[config.mk]
export PLATFORM = sky130hd
export DESIGN_NAME = qsn_ctrl_len15
export DESIGN_NICKNAME = d
export VERILOG_FILES = /design/src/rtl/qsn_ctrl_len15_pkg.sv /design/src/rtl/qsn_shift_decode_len15.sv /design/src/rtl/qsn_ctrl_len15.sv
export SDC_FILE = /design/constraint.sdc
export NUM_CORES = 1
export LEC_CHECK = 0
export ABC_CLOCK_PERIOD_IN_PS = 2100
export BUFFER_PORTS_ARGS = -buffer_cell sky130_fd_sc_hd__buf_2
export CAP_MARGIN = 20
export CORE_ASPECT_RATIO = 0.6
export CORE_MARGIN = 2
export CORE_UTILIZATION = 55
export CTS_CLUSTER_SIZE = 20
export DETAILED_ROUTE_END_ITERATION = 7
export GPL_TIMING_DRIVEN = 0
export PLACE_DENSITY = 0.78
export SETUP_SLACK_MARGIN = 0.3
export SKIP_LAST_GASP = 1
export SLEW_MARGIN = 20
export SYNTH_ARGS = -nofsm -noshare
export SYNTH_HDL_FRONTEND = slang
export SYNTH_SLANG_ARGS = --single-unit
[constraint.sdc]
create_clock -name sys_clk -period 2.1 [get_ports sys_clk]
set_input_delay 0.21 -clock sys_clk [delete_from_list [all_inputs] [get_ports sys_clk]]
set_output_delay 0.21 -clock sys_clk [all_outputs]
set_load 0.01 [all_outputs]
[src/rtl/qsn_ctrl_len15_pkg.sv]
// Shared constants and control-word types for the 15-lane QSN shift controller.
// Used by qsn_ctrl_len15 (optional range check under QSN_CTRL_RANGE_CHECK_EN).
package qsn_ctrl_len15_pkg;

  localparam int QSN_LEN = 15;
  localparam int SHIFT_W = 4;
  localparam int SEL_W   = QSN_LEN - 1;
  localparam int TAG_MAX = 16;

  typedef struct packed {
    logic [SHIFT_W-1:0] left_shift;
    logic [SHIFT_W-1:0] right_shift;
    logic [SEL_W-1:0]   merge_sel;
  } qsn_map_t;

  // Full control word as seen by the shifter/merge stage; tag sized for the widest TAG_W.
  typedef struct packed {
    logic [SHIFT_W-1:0] left_shift;
    logic [SHIFT_W-1:0] right_shift;
    logic [SEL_W-1:0]   merge_sel;
    logic [TAG_MAX-1:0] tag;
  } ctrl_word_t;

  localparam qsn_map_t MAP_RST = '{left_shift: '0, right_shift: '0, merge_sel: '1};

endpackage

[src/rtl/qsn_shift_decode_len15.sv]
// Pure combinational mapping of a cyclic shift factor onto left/right shifter
// amounts and the per-lane merge select.
module qsn_shift_decode_len15
  import qsn_ctrl_len15_pkg::*;
(
  input  logic [SHIFT_W-1:0] shift_i,
  output qsn_map_t           map_o
);

  logic [SEL_W-1:0] sel;

  always_comb begin
    sel = '0;
    for (int i = 0; i < SEL_W; i++) begin
      sel[i] = (i < (QSN_LEN - int'(shift_i)));
    end
  end

  assign map_o.left_shift  = shift_i;
  assign map_o.right_shift = (shift_i == '0) ? '0 : (SHIFT_W'(QSN_LEN) - shift_i);
  assign map_o.merge_sel   = sel;

endmodule

[src/rtl/qsn_ctrl_len15.sv]
// QSN shift controller: decodes shift requests and carries them through a
// 1- or 2-stage valid/ready pipeline. Define QSN_CTRL_RANGE_CHECK_EN for the shift_err flag.
module qsn_ctrl_len15
  import qsn_ctrl_len15_pkg::*;
#(
  parameter int PIPE_DEPTH = 2,
  parameter int TAG_W      = 4
) (
  input  logic               sys_clk,
  input  logic               rstn,
  input  logic               req_valid,
  output logic               req_ready,
  input  logic [SHIFT_W-1:0] req_shift,
  input  logic [TAG_W-1:0]   req_tag,
  output logic               out_valid,
  input  logic               out_ready,
  output logic [SHIFT_W-1:0] left_shift,
  output logic [SHIFT_W-1:0] right_shift,
  output logic [SEL_W-1:0]   merge_sel,
  output logic [TAG_W-1:0]   out_tag
`ifdef QSN_CTRL_RANGE_CHECK_EN
  ,
  output logic               shift_err
`endif
);

  logic               ld1;
  logic [SHIFT_W-1:0] shift_eff;
  qsn_map_t           map_dec;

  logic               s1_valid_q;
  qsn_map_t           s1_map_q;
  logic [TAG_W-1:0]   s1_tag_q;

`ifdef QSN_CTRL_RANGE_CHECK_EN
  logic err_q;
  // A shift of 15 is one full rotation, so fold it to 0 and remember it happened.
  assign shift_eff = (req_shift == SHIFT_W'(QSN_LEN)) ? '0 : req_shift;
  assign shift_err = err_q;

  always_ff @(posedge sys_clk or negedge rstn) begin
    if (!rstn) begin
      err_q <= 1'b0;
    end else if (req_valid && ld1 && (req_shift == SHIFT_W'(QSN_LEN))) begin
      err_q <= 1'b1;
    end
  end
`else
  assign shift_eff = req_shift;
`endif

  qsn_shift_decode_len15 u_decode (
    .shift_i (shift_eff),
    .map_o   (map_dec)
  );

  assign req_ready = ld1;

  always_ff @(posedge sys_clk or negedge rstn) begin
    if (!rstn) begin
      s1_valid_q <= 1'b0;
      s1_map_q   <= MAP_RST;
      s1_tag_q   <= '0;
    end else if (ld1) begin
      s1_valid_q <= req_valid;
      if (req_valid) begin
        s1_map_q <= map_dec;
        s1_tag_q <= req_tag;
      end
    end
  end

  if (PIPE_DEPTH == 1) begin : g_depth1
    assign ld1         = !s1_valid_q || out_ready;
    assign out_valid   = s1_valid_q;
    assign left_shift  = s1_map_q.left_shift;
    assign right_shift = s1_map_q.right_shift;
    assign merge_sel   = s1_map_q.merge_sel;
    assign out_tag     = s1_tag_q;
  end else begin : g_depth2
    logic             s2_valid_q;
    qsn_map_t         s2_map_q;
    logic [TAG_W-1:0] s2_tag_q;
    logic             ld2;

    assign ld2 = !s2_valid_q || out_ready;
    // Stage 1 frees up whenever stage 2 can take its contents.
    assign ld1 = !s1_valid_q || ld2;

    always_ff @(posedge sys_clk or negedge rstn) begin
      if (!rstn) begin
        s2_valid_q <= 1'b0;
        s2_map_q   <= MAP_RST;
        s2_tag_q   <= '0;
      end else if (ld2) begin
        s2_valid_q <= s1_valid_q;
        if (s1_valid_q) begin
          s2_map_q <= s1_map_q;
          s2_tag_q <= s1_tag_q;
        end
      end
    end

    assign out_valid   = s2_valid_q;
    assign left_shift  = s2_map_q.left_shift;
    assign right_shift = s2_map_q.right_shift;
    assign merge_sel   = s2_map_q.merge_sel;
    assign out_tag     = s2_tag_q;
  end

endmodule
==> impl_metrics.ini, run 1 <==
[timing]
skew_ns = 0.00486
maxSlewViolCount = 0
fmax_ghz = 0.725
rsz0062_at_grt = false
finalHoldViolCount = 0
fin_crit_sh_pct = 65.7
slew_headroom_pct = 56.8
fin_crit_ns = 1.38
timing.hold.ws_ns = 0.126
setup_viol = 0
final.setup.worst_slack_ns = 0.721
final.setup.tns_ns = 0
tightest_slew_ns = 0.648

[synthesis]
ys_types = 24
netlist_top_cells_area = dfstp_2 (31%), dfrtp_1 (28%), mux2_4 (25%), mux2_2 (5.2%), buf_8 (1.3%)
syn_avg_cell_area_um2 = 16.4
ys_seq_area_share_pct = 58.6
synthCells = 144
syn_area_mm2 = 0.00236
ys_seq_elements = 54
synth_top_area_cell = dfstp_2
syn-num-nets = 156
synth_top_area_share_pct = 31.1
ys_warn_count = 0

[grt]
grt_usage_pct = 18.4
antenna_found_initial = 0
grt_max_degree = 55
grt_pass1_wl_mm = 6.40
grt_pass1_vias = 1281
overflow = 0

[pwr]
internal_power_mw = 1.93
sequentialPowerShare_pct = 53.9
pwr-share-comb_pct = 23.7
power_switching_mw = 0.676
pwr_density_cell_mw_per_mm2 = 954
power_mw = 2.60
switching_share_pct = 26.0
clkPwrFrac_pct = 22.4
p_leak_nw = 1.30
ir_worst_vdd_v = 0.000562

[status]
status = complete, no violations

[cts]
clkSinkCount = 54
path_clk_slew_ns = 0.09
cts_max_path_buffers = 2
cts_resized = 0
cts_buffers = 5
cts_setup_buffers = 0
clock_latency_ns = 0.31
tritoncts = built
cts.htree.levels = 2
clockRootBuffer = clkbuf_8

[setup_path]
cp.required_ns = 2.30
end_kind = flip-flop
path_class = flip-flop to flip-flop
arrival_ns = 1.58
crit_fanout = 10
critPathLaunchType = flip-flop

[place]
dp_hpwl_mm = 2.68
dp_cells = 241
io_buffers = 37
place_ws_ns = 0.731
gp_congestion = 0.721

[route]
drc = 0
num_vias = 1278
drtAntennaViolNets = 0
drt-wirelength-per-cell_um = 15.7
viasPerCell = 5.11
finalWirelength_mm = 3.93
dr.pass1.iters = 4
drt_iter0_markers = 29

[final_layout]
areaGrowthSynthToFinish_pct = 15.4
fin_cells = 250
diodes = 0
drive_gt1_share_pct = 70.5
nets = 201

[floorplan]
num_rows = 18
initial_utilization_pct = 57.4
dieArea_mm2 = 0.00486
die_x_um = 88.7
core-area_mm2 = 0.00412
fp.dieH_um = 54.8
io_pins = 40

[run]
drv_cap = 0

[worst_hold_path]
hp-class = input port to flip-flop
[synthesized netlist by cell type]
| library cell | count |
|---|---|
| nand3b_4 | 1 |
| a31oi_1 | 1 |
| dfstp_2 | 28 |
| a21oi_1 | 2 |
| nand4_1 | 1 |
| dfrtp_1 | 26 |
| nand3_1 | 1 |
| nand2b_1 | 4 |
| buf_6 | 2 |
| o21ai_0 | 2 |
| and2_1 | 1 |
| mux2_4 | 39 |
| nor2_1 | 6 |
| inv_1 | 1 |
| mux2i_1 | 1 |
| nor3_1 | 5 |
| nand2_4 | 1 |
| mux2_2 | 11 |
| buf_8 | 2 |
| buf_2 | 5 |
| nand2_2 | 1 |
| o211ai_1 | 1 |
| a41oi_1 | 1 |
| o21a_1 | 1 |
[sequential cells by signal, indices dropped and copies added (netlist names)]
signal	count
right_shift	4
s1_map_q	22
out_valid	1
left_shift	4
s1_valid_q	1
s1_tag_q	4
merge_sel	14
out_tag	4
[routing by layer]
metal / vias to the layer above / GRT usage [%] / part of all wire [%]
met1: 652 / 24.4 / 46
met3: 6 / 4.98 / 4.7
li1: 592 / - / -
met2: 28 / 29.2 / 47
met5: - / 0 / 0
met4: 0 / 7.58 / 1.7
[worst max-delay path: stages (launching register included)]
cell	delay (ns)
dfrtp_1	0.42
nand2b_1	0.10
nand2_2	0.21
buf_6	0.23
mux2_4	0.31
[final timing paths]
kind	start	to	slack (ns)	cells past startpoint
hold reg to reg	s1_map_q[7]$_DFFE_PN1P_	s1_map_q[7]$_DFFE_PN1P_	0.47	2
min in group asynchronous	rstn	out_tag[3]$_DFFE_PN0P_	0.46	2
setup reg to reg	out_valid$_DFFE_PN0P_	right_shift[0]$_DFFE_PN0P_	0.72	4
hold / removal	req_tag[1]	s1_tag_q[1]$_DFFE_PN0P_	0.13	2
setup / recovery	out_valid$_DFFE_PN0P_	right_shift[0]$_DFFE_PN0P_	0.72	4
max in group asynchronous	rstn	out_tag[2]$_DFFE_PN0P_	1.20	2
[final cells by class]
cell class | instances | area (µm²)
plain buffers | 9 | 77.6
clock buffers | 7 | 86.3
clock inverters | 1 | 5.00
fillers | 312 | 1390
inverters | 1 | 3.75
multi-input cells | 80 | 897
flip-flops and latches | 54 | 1390
well taps | 60 | 75.1
repair buffers | 38 | 198
[power groups by stage]
| stage | logic [mW] | clock network, mW | registers, mW |
|---|---|---|---|
| after floorplan | 0.361 | 0 | 1.46 |
| after global placement | 0.610 | 0 | 1.41 |
| after detailed placement | 0.621 | 0 | 1.42 |
| after CTS | 0.625 | 0.607 | 1.41 |
| after global routing | 0.669 | 0.640 | 1.43 |
| final | 0.617 | 0.583 | 1.40 |
[kinds of logic after synthesis]
| kind of cell | share of synthesized area [%] |
|---|---|
| AOI/OAI and AO/OA | 2.12 |
| buffers and inverters | 3.44 |
| DFF | 58.6 |
| muxes | 30.4 |
| and+or+nand+nor | 5.40 |
[stage by stage]
stage               instance area [µm²]  utilization (%)
finish                             2730             66.2
global placement                   2630             63.7
detailed placement                 2630             63.7
global route                       2730             66.2
CTS                                2720             65.9
floorplan                          2360                -
[what timing repair did]
action / 4_1_cts / 5_1_grt
hold buffers: 0 / 1
hold endpoints to repair: 0 / 26
setup endpoints to repair: 0 / 0
[cells in the final DEF (no fill, tap or decap), types with 2 or more instances in the layout]
master | Yosys | routed
buf_2 | 5 | 41
dfrtp_1 | 26 | 26
mux2_2 | 11 | 11
nand2b_1 | 4 | 4
dfstp_2 | 28 | 28
mux2_4 | 39 | 39
nor2_1 | 6 | 6
buf_8 | 2 | 2
nor3_1 | 5 | 5
buf_6 | 2 | 2
clkbuf_8 | 0 | 6
o21ai_0 | 2 | 2
a21oi_1 | 2 | 2
Note: power is estimated with default switching activity, not from simulation.
==> run 2: changes to the inputs <==
- ABC_CLOCK_PERIOD_IN_PS: 2100 -> 1400
- clock period: 2.1 -> 1.4 ns (I/O delays scaled with it)
==> run 2 against run 1 <==
Fmax rose by 7.7%. Sequential share of layout area is 6.1 points lower. Register-to-register slack lost 0.60 ns. Clock skew fell by 0.00079 ns. Power up 63%. Sequential cell count unchanged. Setup slack got worse by 0.60 ns. Wire length grew 14%. Final cell count increased by 7.6%. First-iteration DRC count increased by 17%. Largest power group unchanged.
==> impl_metrics.ini, run 2 (same netlist as run 1, synthesis figures left out) <==
[setup_path]
reg2reg_from = out_valid$_DFFE_PN0P_
r2r_cells = 4
arrival_ns = 1.48
end_kind = flip-flop
worst-r2r-setup-slack_ns = 0.12
cpPeakStageDelay_ns = 0.43
crit_fanout = 10
worst_r2r_endpoint = s1_map_q[16]$_DFFE_PN0P_
cp.required_ns = 1.60
path_class = flip-flop to flip-flop
critPathLaunchType = flip-flop
critical_path.cell_chain = nand3b_4, nand2_8, buf_12, mux2_4
cp_slowest_cell = dfrtp_1

[final_layout]
drive_gt1_share_pct = 74.2
fin_cells = 269
largest_reg_flops = 22
postLayoutCellArea_mm2 = 0.00310
areaGrowthSynthToFinish_pct = 31.1
diodes = 0
final_common_cell = mux2_4
nets = 220
top_register = s1_map_q
layout_common_cells = mux2_4 (49), dfstp_2 (28), buf_2 (26), dfrtp_1 (26), buf_6 (17)

[timing]
final.setup.tns_ns = 0
slew_headroom_pct = 57.0
fmax_ghz = 0.781
rsz0062_at_grt = true
fin_crit_ns = 1.28
finalHoldViolCount = 0
tightest_slew_ns = 0.645
final.setup.worst_slack_ns = 0.120
maxSlewViolCount = 0
setup_viol = 0
skew_ns = 0.00407
fin_crit_sh_pct = 91.5

[pwr]
power_mw = 4.25
ir_worst_vdd_v = 0.000822
pwr_density_cell_mw_per_mm2 = 1370
p_leak_nw = 1.49

[status]
status = complete, no violations

[worst_hold_path]
hp-start = req_tag[1]
worstHoldPathCells = 2
min_to = s1_tag_q[1]$_DFFE_PN0P_
hp-class = input port to flip-flop

[route]
drt-wirelength-per-cell_um = 16.7
viasPerCell = 5.04
drc = 0
num_vias = 1357
drt_iter0_markers = 34
drtAntennaViolNets = 0
dr.pass1.iters = 4
finalWirelength_mm = 4.48

[grt]
grt_usage_pct = 19.5
met1_usage_pct = 26.2
grt-busiest-layer = met2
grt_max_degree = 55
antenna_found_initial = 0
overflow = 0
grtUsageMet3_pct = 5.73
grt_pass1_wl_mm = 6.76
use_met2_pct = 29.5
grt_pass1_vias = 1357

[floorplan]
num_rows = 18
die_x_um = 88.7
io_pins = 40
dieArea_mm2 = 0.00486
fp.dieH_um = 54.8
initial_utilization_pct = 57.4
core-area_mm2 = 0.00412

[place]
place_ws_ns = 0.0767
dp_hpwl_mm = 2.64
gp_congestion = 0.720
dp_cells = 241
io_buffers = 37
placed_area_mm2 = 0.00264

[cts]
tritoncts = built
clockRootBuffer = clkbuf_8
clkSinkCount = 54
cts_buffers = 5
path_clk_slew_ns = 0.09
clock_latency_ns = 0.31
cts_max_path_buffers = 2
cts.htree.levels = 2

[run]
drv_cap = 0
[run 2: power by group]
part / switching (mW) / internal (mW)
Sequential: 0.185 / 1.95
Combinational: 0.434 / 0.793
Clock: 0.490 / 0.400
Total: 1.11 / 3.14
[run 2: how the worst max path moves through the flow]
stage | from | endpoint
after floorplan | out_valid$_DFFE_PN0P_ | s1_map_q[16]$_DFFE_PN0P_
after CTS | out_valid$_DFFE_PN0P_ | right_shift[0]$_DFFE_PN0P_
final | out_valid$_DFFE_PN0P_ | s1_map_q[16]$_DFFE_PN0P_
after global placement | s1_valid_q$_DFFE_PN0P_ | s1_map_q[14]$_DFFE_PN0P_
after global routing | out_valid$_DFFE_PN0P_ | s1_map_q[16]$_DFFE_PN0P_
after detailed placement | s1_valid_q$_DFFE_PN0P_ | s1_map_q[15]$_DFFE_PN0P_
[run 2: layout make-up]
cell class,count,area [µm²]
inverter,1,3.75
clock inverter,1,5.00
timing repair buffer,57,472
clock buffer,7,86.3
sequential,54,1390
multi-input combinational,80,967
buffer,9,105
tap,60,75.1
fill,251,1020
[run 2: per-stage QoR]
step,hold slack [ns],util [%]
3_5_place_dp,0.378,64.1
5_1_grt,0.0453,75.2
3_3_place_gp,0.375,64.1
4_1_cts,0.0460,73.0
2_1_floorplan,-0.156,-
6_report,0.0512,75.2
[run 2: routing by layer]
layer  up-vias  routed length [µm]
li1        629                   -
met1       695                2140
met2        26                2100
met3         7                 161
met4         0                  80
met5         -                   0
[run 2: worst max-delay path, delay by kind of cell (launching register included)]
kind,cells,cell delay [ns]
flops,1,0.43
mux,1,0.31
simple gates,2,0.27
buf+inv,1,0.16
[run 2: what timing repair did]
| item | 4_1_cts | 5_1_grt |
|---|---|---|
| endpoints found under the hold margin | 0 | 26 |
| hold buffers | 0 | 1 |
| pin swaps | 2 | 3 |
| setup buffers | 14 | 4 |
| endpoints found under the setup margin | 66 | 67 |
| cloned | 0 | 1 |
| resized for setup | 30 | 4 |
==> run 3: changes to the inputs <==
- BUFFER_PORTS_ARGS: -buffer_cell sky130_fd_sc_hd__buf_2 -> default
- CORE_UTILIZATION: 55 -> 60
- DONT_BUFFER_PORTS: default -> 1
- PLACE_DENSITY: 0.78 -> 0.76
==> run 3 against run 2 <==
The run now ends with negative hold slack left. Sequential share of layout area grew 6.2 points. Setup slack lost 0.035 ns. Final cell count shrank 21%. Hold slack lost 0.53 ns. Power shrank 11%. Largest cell class unchanged.
==> impl_metrics.ini, run 3 (same netlist as run 1, synthesis figures left out) <==
[timing]
maxSlewViolCount = 0
rsz0062_at_grt = true
setup_viol = 0
slew_headroom_pct = 80.6
fin_crit_sh_pct = 94.0
fin_crit_ns = 1.32
fmax_ghz = 0.760
timing.hold.ws_ns = -0.481
finalHoldViolCount = 54
skew_ns = 0.00703
tightest_slew_ns = 0.288

[setup_path]
crit_fanout = 6
reg2reg_from = out_valid$_DFFE_PN0P_
worstSetupStartpoint = out_valid$_DFFE_PN0P_
worst_r2r_endpoint = s1_tag_q[1]$_DFFE_PN0P_
cp.required_ns = 1.60
r2r_cells = 4
cp_slowest_cell = dfrtp_2
critPathLaunchType = flip-flop
cp_num_buf_inv = 1
worst-r2r-setup-slack_ns = 0.08
critPathTopFamily = flip-flops
end_kind = flip-flop
arrival_ns = 1.51
critical_path.cell_chain = nand3b_4, nand2_8, buf_12, mux2_4
path_class = flip-flop to flip-flop
cpPeakStageDelay_ns = 0.44

[final_layout]
top_register = s1_map_q
diodes = 0
final_common_cell = mux2_4
layout_common_cells = mux2_4 (45), dfstp_2 (28), dfrtp_1 (24), nor2_1 (6)
postLayoutCellArea_mm2 = 0.00273
largest_reg_flops = 22
drive_gt1_share_pct = 63.6
multi_input_area_um2 = 933
n_fill_cell = 226
nets = 176
fin_cells = 212
areaGrowthSynthToFinish_pct = 15.3
regArea_mm2 = 0.00139

[run]
drv_cap = 0

[route]
dr.pass1.iters = 4
finalWirelength_mm = 4.24
viasPerCell = 5.79
drt_iter0_markers = 73
num_vias = 1227
drtAntennaViolNets = 0
drc = 0
drt-wirelength-per-cell_um = 20.0

[cts]
cts_buffers = 5
ctsHoldBuffers = 5
clock_latency_ns = 0.31
cts.htree.levels = 2
tritoncts = built
path_clk_slew_ns = 0.09
clockRootBuffer = clkbuf_8
cts_max_path_buffers = 2
clkSinkCount = 54

[status]
status = finished with violations
violations = negative hold slack

[floorplan]
initial_utilization_pct = 63.5
dieArea_mm2 = 0.00448
num_rows = 17
io_pins = 40
core-area_mm2 = 0.00372
fp.dieH_um = 52.6
die_x_um = 85.1

[grt]
grt_usage_pct = 22.1
overflow = 0
antenna_found_initial = 0
grt_pass1_vias = 1350
grt_max_degree = 55
grt_pass1_wl_mm = 7.26

[pwr]
ir_worst_vdd_v = 0.000886
pwr_density_cell_mw_per_mm2 = 1390
p_leak_nw = 1.25

[place]
dp_cells = 191
placed_area_mm2 = 0.00244
dp_hpwl_mm = 2.65
io_buffers = 0
gp_congestion = 0.715

[worst_hold_path]
hp-class = input port to async pin
==> run 3: cell types whose count changed in the layout (fill, tap and decap cells not counted), sizes merged <==
cell and change:
clkinv -1, dlygate4sd3 +4, buf -48, clkbuf +1
==> run 3: repair_timing <==
action                                  in CTS  in global routing
cloned                                       1                  1
endpoints found under the hold margin       60                 54
pin swaps                                    1                  0
resized for setup                           13                  0
endpoints found under the setup margin      51                 51
buffers inserted                             6                  0
==> run 3: layer usage <==
layer  vias to the layer above  GRT usage (%)  wire length, µm
li1                        543              -                -
met1                       648           28.5             1890
met2                        25           35.8             2090
met3                        11           5.98              182
met4                         0           9.26               75
met5                         -              0                0
==> run 3: power breakdown <==
part           internal, mW  switching [mW]
Clock                 0.356           0.470
Combinational         0.495           0.216
Sequential             1.95           0.290
Total                  2.80           0.976
==> run 3: cell type report <==
cell class | instances | area share, %
inverter | 1 | 0.138
multi-input combinational | 80 | 34.2
sequential | 54 | 50.9
timing repair buffer | 13 | 6.15
buffer | 9 | 3.49
tap | 47 | 2.16
clock buffer | 8 | 2.94
==> run 3: worst max path at each step <==
stage | endpoint | slack (ns) | depth (start not counted)
global route | s1_tag_q[0]$_DFFE_PN0P_ | 0.04 | 4
finish | s1_tag_q[1]$_DFFE_PN0P_ | 0.08 | 4
CTS | s1_map_q[16]$_DFFE_PN0P_ | 0.08 | 4
global placement | right_shift[0]$_DFFE_PN0P_ | 0.05 | 4
floorplan | s1_map_q[16]$_DFFE_PN0P_ | 0.13 | 4
detailed placement | s1_tag_q[1]$_DFFE_PN0P_ | -0.01 | 4
==> run 3: per-stage QoR <==
| stage | power [mW] | util (%) | TNS (ns) | worst slack [ns] | hold WS, ns |
|---|---|---|---|---|---|
| after floorplan | 2.75 | - | 0 | 0.126 | -0.156 |
| after global placement | 2.85 | 65.5 | 0 | 0.0472 | -0.155 |
| after detailed placement | 2.89 | 65.5 | -0.0182 | -0.0132 | -0.154 |
| after CTS | 3.79 | 72.6 | 0 | 0.0791 | -0.486 |
| after global routing | 3.96 | 73.3 | 0 | 0.0403 | -0.504 |
| final | 3.78 | 73.3 | 0 | 0.0845 | -0.481 |
